<file path="src/rtl/btn_debounce.sv">
// btn_debounce
//   Conditions raw, already-inverted pushbutton inputs for the design core.
//   Each channel goes through a 2-flop synchroniser, a debounce counter that
//   accepts a new level only after it has been stable for DEBOUNCE_CYCLES
//   clocks, and a small FSM that emits auto-repeat ticks while the button is
//   held. All outputs are registered.
//
// Parameters
//   N_BTN           number of independent channels
//   DEBOUNCE_CYCLES clocks a new level must hold before acceptance (>= 1)
//   REPEAT_DELAY    clocks of held level before the first repeat (0 = no repeat)
//   REPEAT_RATE     clocks between subsequent repeats (>= 1)
//
// Ports
//   clk          system clock
//   rst          asynchronous active-high reset
//   btn_raw      raw levels, 1 = pressed, asynchronous to clk
//   btn_level    debounced level
//   btn_press    1-cycle pulse on accepted 0->1
//   btn_release  1-cycle pulse on accepted 1->0
//   btn_repeat   1-cycle pulse per auto-repeat tick while held
module btn_debounce #(
  parameter int N_BTN           = 3,
  parameter int DEBOUNCE_CYCLES = 1_000_000,
  parameter int REPEAT_DELAY    = 25_000_000,
  parameter int REPEAT_RATE     = 5_000_000
) (
  input  logic             clk,
  input  logic             rst,
  input  logic [N_BTN-1:0] btn_raw,
  output logic [N_BTN-1:0] btn_level,
  output logic [N_BTN-1:0] btn_press,
  output logic [N_BTN-1:0] btn_release,
  output logic [N_BTN-1:0] btn_repeat
);

  localparam int DW   = $clog2(DEBOUNCE_CYCLES + 1);
  localparam int RMAX = (REPEAT_DELAY > REPEAT_RATE) ? REPEAT_DELAY : REPEAT_RATE;
  localparam int RW   = $clog2(RMAX + 1);

  localparam logic [DW-1:0] D_LAST     = DW'(DEBOUNCE_CYCLES - 1);
  localparam logic [RW-1:0] DELAY_LAST = (REPEAT_DELAY > 0) ? RW'(REPEAT_DELAY - 1) : '0;
  localparam logic [RW-1:0] RATE_LAST  = RW'(REPEAT_RATE - 1);
  localparam logic [RW-1:0] R_SAT      = {RW{1'b1}};

  typedef enum logic [1:0] {
    ST_IDLE      = 2'd0,
    ST_HELD      = 2'd1,
    ST_REPEATING = 2'd2
  } state_t;

  // Registered state
  logic [N_BTN-1:0]         sync1;
  logic [N_BTN-1:0]         sync2;
  logic [N_BTN-1:0][DW-1:0] dcnt;
  logic [N_BTN-1:0][RW-1:0] rcnt;
  logic [N_BTN-1:0]         armed;
  logic [1:0]               warm;
  state_t                   state [N_BTN];

  // Next-state values
  logic [N_BTN-1:0]         level_n;
  logic [N_BTN-1:0]         press_n;
  logic [N_BTN-1:0]         release_n;
  logic [N_BTN-1:0]         repeat_n;
  logic [N_BTN-1:0][DW-1:0] dcnt_n;
  logic [N_BTN-1:0][RW-1:0] rcnt_n;
  logic [N_BTN-1:0]         armed_n;
  state_t                   state_n [N_BTN];

  logic [N_BTN-1:0] s;
  logic             warm_done;
  logic [N_BTN-1:0] accept;

  assign s = sync2;

  // The synchroniser holds reset zeros for two edges after reset exit, so the
  // channel's true input is only known once warm reaches 2.
  assign warm_done = (warm == 2'd2);

  // A channel becomes "armed" once it has been seen settled (s == level) with
  // real input data, or after its first acceptance. An acceptance on an
  // unarmed channel is a button already held through reset: the level is
  // reported but no press pulse is produced.
  always_comb begin
    level_n   = btn_level;
    press_n   = '0;
    release_n = '0;
    repeat_n  = '0;
    dcnt_n    = dcnt;
    rcnt_n    = rcnt;
    armed_n   = armed;
    accept    = '0;
    for (int i = 0; i < N_BTN; i++) begin
      state_n[i] = state[i];

      // Debounce
      if (s[i] == btn_level[i]) begin
        dcnt_n[i] = '0;
        if (warm_done) armed_n[i] = 1'b1;
      end else if (dcnt[i] == D_LAST) begin
        accept[i]    = 1'b1;
        level_n[i]   = s[i];
        dcnt_n[i]    = '0;
        press_n[i]   = s[i] & armed[i];
        release_n[i] = ~s[i];
        armed_n[i]   = 1'b1;
      end else begin
        dcnt_n[i] = dcnt[i] + 1'b1;
      end

      // Repeat FSM; an accepted edge overrides any repeat tick in this cycle
      if (accept[i] && !s[i]) begin
        state_n[i] = ST_IDLE;
        rcnt_n[i]  = '0;
      end else if (accept[i] && s[i]) begin
        state_n[i] = ST_HELD;
        rcnt_n[i]  = '0;
      end else begin
        case (state[i])
          ST_HELD: begin
            if (REPEAT_DELAY > 0) begin
              if (rcnt[i] == DELAY_LAST) begin
                repeat_n[i] = 1'b1;
                rcnt_n[i]   = '0;
                state_n[i]  = ST_REPEATING;
              end else if (rcnt[i] != R_SAT) begin
                rcnt_n[i] = rcnt[i] + 1'b1;
              end
            end
          end
          ST_REPEATING: begin
            if (rcnt[i] == RATE_LAST) begin
              repeat_n[i] = 1'b1;
              rcnt_n[i]   = '0;
            end else if (rcnt[i] != R_SAT) begin
              rcnt_n[i] = rcnt[i] + 1'b1;
            end
          end
          default: begin
            rcnt_n[i] = '0;
          end
        endcase
      end
    end
  end

  always_ff @(posedge clk or posedge rst) begin
    if (rst) begin
      sync1       <= '0;
      sync2       <= '0;
      dcnt        <= '0;
      rcnt        <= '0;
      armed       <= '0;
      warm        <= '0;
      btn_level   <= '0;
      btn_press   <= '0;
      btn_release <= '0;
      btn_repeat  <= '0;
      for (int i = 0; i < N_BTN; i++) state[i] <= ST_IDLE;
    end else begin
      sync1       <= btn_raw;
      sync2       <= sync1;
      dcnt        <= dcnt_n;
      rcnt        <= rcnt_n;
      armed       <= armed_n;
      if (!warm_done) warm <= warm + 2'd1;
      btn_level   <= level_n;
      btn_press   <= press_n;
      btn_release <= release_n;
      btn_repeat  <= repeat_n;
      for (int i = 0; i < N_BTN; i++) state[i] <= state_n[i];
    end
  end

endmodule

</file>
<file path="config.mk">
export PLATFORM = sky130hd
export DESIGN_NAME = btn_debounce
export DESIGN_NICKNAME = d
export VERILOG_FILES = /design/src/rtl/btn_debounce.sv
export SDC_FILE = /design/constraint.sdc
export NUM_CORES = 1
export LEC_CHECK = 0
export BUFFER_PORTS_ARGS = -buffer_cell sky130_fd_sc_hd__buf_4
export CAP_MARGIN = 20
export CORE_MARGIN = 4
export CORE_UTILIZATION = 50
export CTS_CLUSTER_DIAMETER = 150
export DETAILED_ROUTE_END_ITERATION = 10
export HOLD_SLACK_MARGIN = 0.05
export PLACE_DENSITY_LB_ADDON = 0.3
export RECOVER_POWER = 100
export SLEW_MARGIN = 20
export SYNTH_ARGS = -nofsm -noshare
export SYNTH_HDL_FRONTEND = slang
export SYNTH_SLANG_ARGS = --single-unit
</file>
<file path="constraint.sdc">
create_clock -name clk -period 5.38 [get_ports clk]
set_input_delay 1.076 -clock clk [delete_from_list [all_inputs] [get_ports clk]]
set_output_delay 1.076 -clock clk [all_outputs]
set_load 0.05 [all_outputs]
</file>
==> metrics <==
status completed; Leak Pwr 0.00354 uW; DRC 0; Max Buffers Root-to-Sink 2; reg2reg end armed[1]; I/O pins 17; hold path start sync1[0]; Worst-Margin Slew 1070 ps; worst vdd ir 190 uV; Hold Vio Cnt, Final 0; Synth Instances 876; fmax 319 MHz; share of layout cells above drive strength 1 5.02%; hold endpoint s[0]; Post-Layout Inst Area 0.00918 mm^2; period utilization 58.3%; initial core utilization 50.8%; utilization after layout 55.7%; FP Rows 47; cts repair resizes 0; drt wl/cell 14.1 um; fillers 1,444; min-delay worst type reg -> reg; Post-synth EDFFs 0; Die H 137 um; crit path time final 3130 ps; later-pin clock latency in the skew report 420 ps; Area contributors post-synth dfrtp_1, nor2_1, xnor2_1; Worst Path Required 5730 ps; post-synthesis sequential area ratio 49.1%; unrepaired setup endpoints after global routing no; CTS tree done; number of port buffers 16; Final Skew 5.69 ps; chip width 137 um; Iter 0 DRT Violations 394; first-pass GRT wire length 27,900 um; cts bufs inserted 17; slew margin rel. 28.4%; Final ANT Viol Nets 0; die footprint 0.0188 mm^2; grt ovf 0; placed cell count 1,087; Unique masters post-synth 56; startpoint class of the critical path flip-flop; commonest non-fill, non-tap cell in the layout dfrtp_1; share of the synthesized area in the top cell type 49.1%; Core Region 0.0165 mm^2; Area growth syn-to-layout 9.79%; clock root cell clkbuf_16; drt total wl 15,800 um; Cell Area, Synth 0.00836 mm^2; Avg Cell Area, Syn 9.54 um^2; ANT cells 0; postcts setup bufs 0; Yosys reg bits 164; syn_nets 894; reg2reg path depth 6; Layout Nets 904; pwr dens 272 mW/mm^2; routability cong. 0.864; CTS sink count 164; Final setup viols 0; Yosys top cell by area dfrtp_1; non-filler instance count after layout 1,117; clock-pin slew on the worst setup and hold paths 60 ps; initial antenna violation count 0; worst r2r src dcnt[26]; Hold Crit Depth 0; CP startpoint dcnt[26]; setup tns final 0 ps; Final Max Tran Viols 0; vias 6,256; DPL Wire Length 10,400 um; Hold-fix buffers, CTS 0; most frequent cells in the layout dfrtp_1, nor2_1, nand2_1; Max Fanout on Critical Path 13; All-Layer GR Usage 18.0%; critical path class reg -> reg; CTS H-tree lvls 4; yosys warns 0; Pre-Repair DR Iteration Count 5; Post-synth top flop dfrtp_1; Max Cap Violations 0; CP endpoint kind flip-flop; Design Power 2500 uW; Area after DPL 0.00865 mm^2; fraction of registers with async set/reset 100%; arrival time worst endpoint 3490 ps; vias in the first global route 5,971; Via-to-Cell Ratio 5.60; pin count of the biggest net entering global routing 165; worst reg2reg setup slack 2250 ps
==> worst max-delay path: stages (launching register included) <==
cell	delay, ps
dfrtp_1	420
or4b_1	520
or4_1	630
o21ai_0	720
clkbuf_1	490
o21ai_0	180
nand2b_1	100
==> where the power goes <==
| group | internal [uW] | leakage [uW] | switching [uW] |
|---|---|---|---|
| clock | 736 | 0.000283 | 465 |
| combinational | 10.2 | 0.00100 | 37.4 |
| sequential | 1240 | 0.00225 | 7.49 |
==> cell usage after synthesis, types with 10 or more instances <==
master / n
nand4_1: 37
xor2_1: 43
and3_1: 20
or4_1: 16
buf_2: 10
ha_1: 13
nand3_1: 51
and4_1: 21
xnor2_1: 49
clkbuf_1: 16
a21oi_1: 40
nor2_1: 127
nor3_1: 20
nand2_1: 64
inv_1: 22
dfrtp_1: 164
o21ai_0: 30
or3_1: 26
a211oi_1: 13
==> through the flow <==
| step | worst slack, ps | hold WS (ps) |
|---|---|---|
| after floorplan | 2220 | 331 |
| after global placement | 2850 | 334 |
| after detailed placement | 2760 | 336 |
| after CTS | 2740 | 349 |
| after global routing | 1900 | 354 |
| final | 2250 | 348 |
==> logic make-up after synthesis <==
| kind of cell | count (synthesis) | synth area share, % |
|---|---|---|
| AOI/OAI and AO/OA | 119 | 8.82 |
| DFF | 164 | 49.1 |
| xor gates and xnor gates | 92 | 9.64 |
| muxes | 2 | 0.240 |
| and+or+nand+nor | 433 | 27.3 |
| adders and majority gates | 13 | 1.95 |
| buffers and inverters | 53 | 2.98 |
==> metal layers <==
| layer | share of wire, % | up-vias | routed length, um | track usage, % |
|---|---|---|---|---|
| li1 | - | 3153 | - | - |
| met1 | 50 | 3005 | 7870 | 25.4 |
| met2 | 46 | 83 | 7310 | 28.0 |
| met3 | 2.7 | 15 | 425 | 3.58 |
| met4 | 1.3 | 0 | 200 | 5.88 |
| met5 | 0 | - | 0 | 0 |
==> how the worst max path moves through the flow <==
stage               cells past startpoint       end  slack (ps)
floorplan                               1  armed[0]        2220
detailed placement                      6  armed[1]        2760
global placement                        6  armed[1]        2850
global route                            6  armed[1]        1900
finish                                  6  armed[1]        2250
CTS                                     6  armed[1]        2740
==> sequential cells by signal (all words and copies together), names as in the netlist <==
name	cells
rcnt	75
btn_release	3
btn_press	3
dcnt	60
btn_repeat	3
armed	3
warm	2
s	3
sync1	3
state	6
btn_level	3
==> final cells by class <==
type | instances | area [um^2] | area share (%)
Clock buffer | 21 | 450 | 4.91
Clock inverter | 9 | 130 | 1.42
Inverter | 22 | 83.8 | 0.914
Multi-Input combinational cell | 659 | 4010 | 43.7
Sequential cell | 164 | 4100 | 44.7
Tap cell | 220 | 275 | 3.00
Timing Repair Buffer | 22 | 125 | 1.36
No activity file was read; power rests on OpenSTA's default activity.
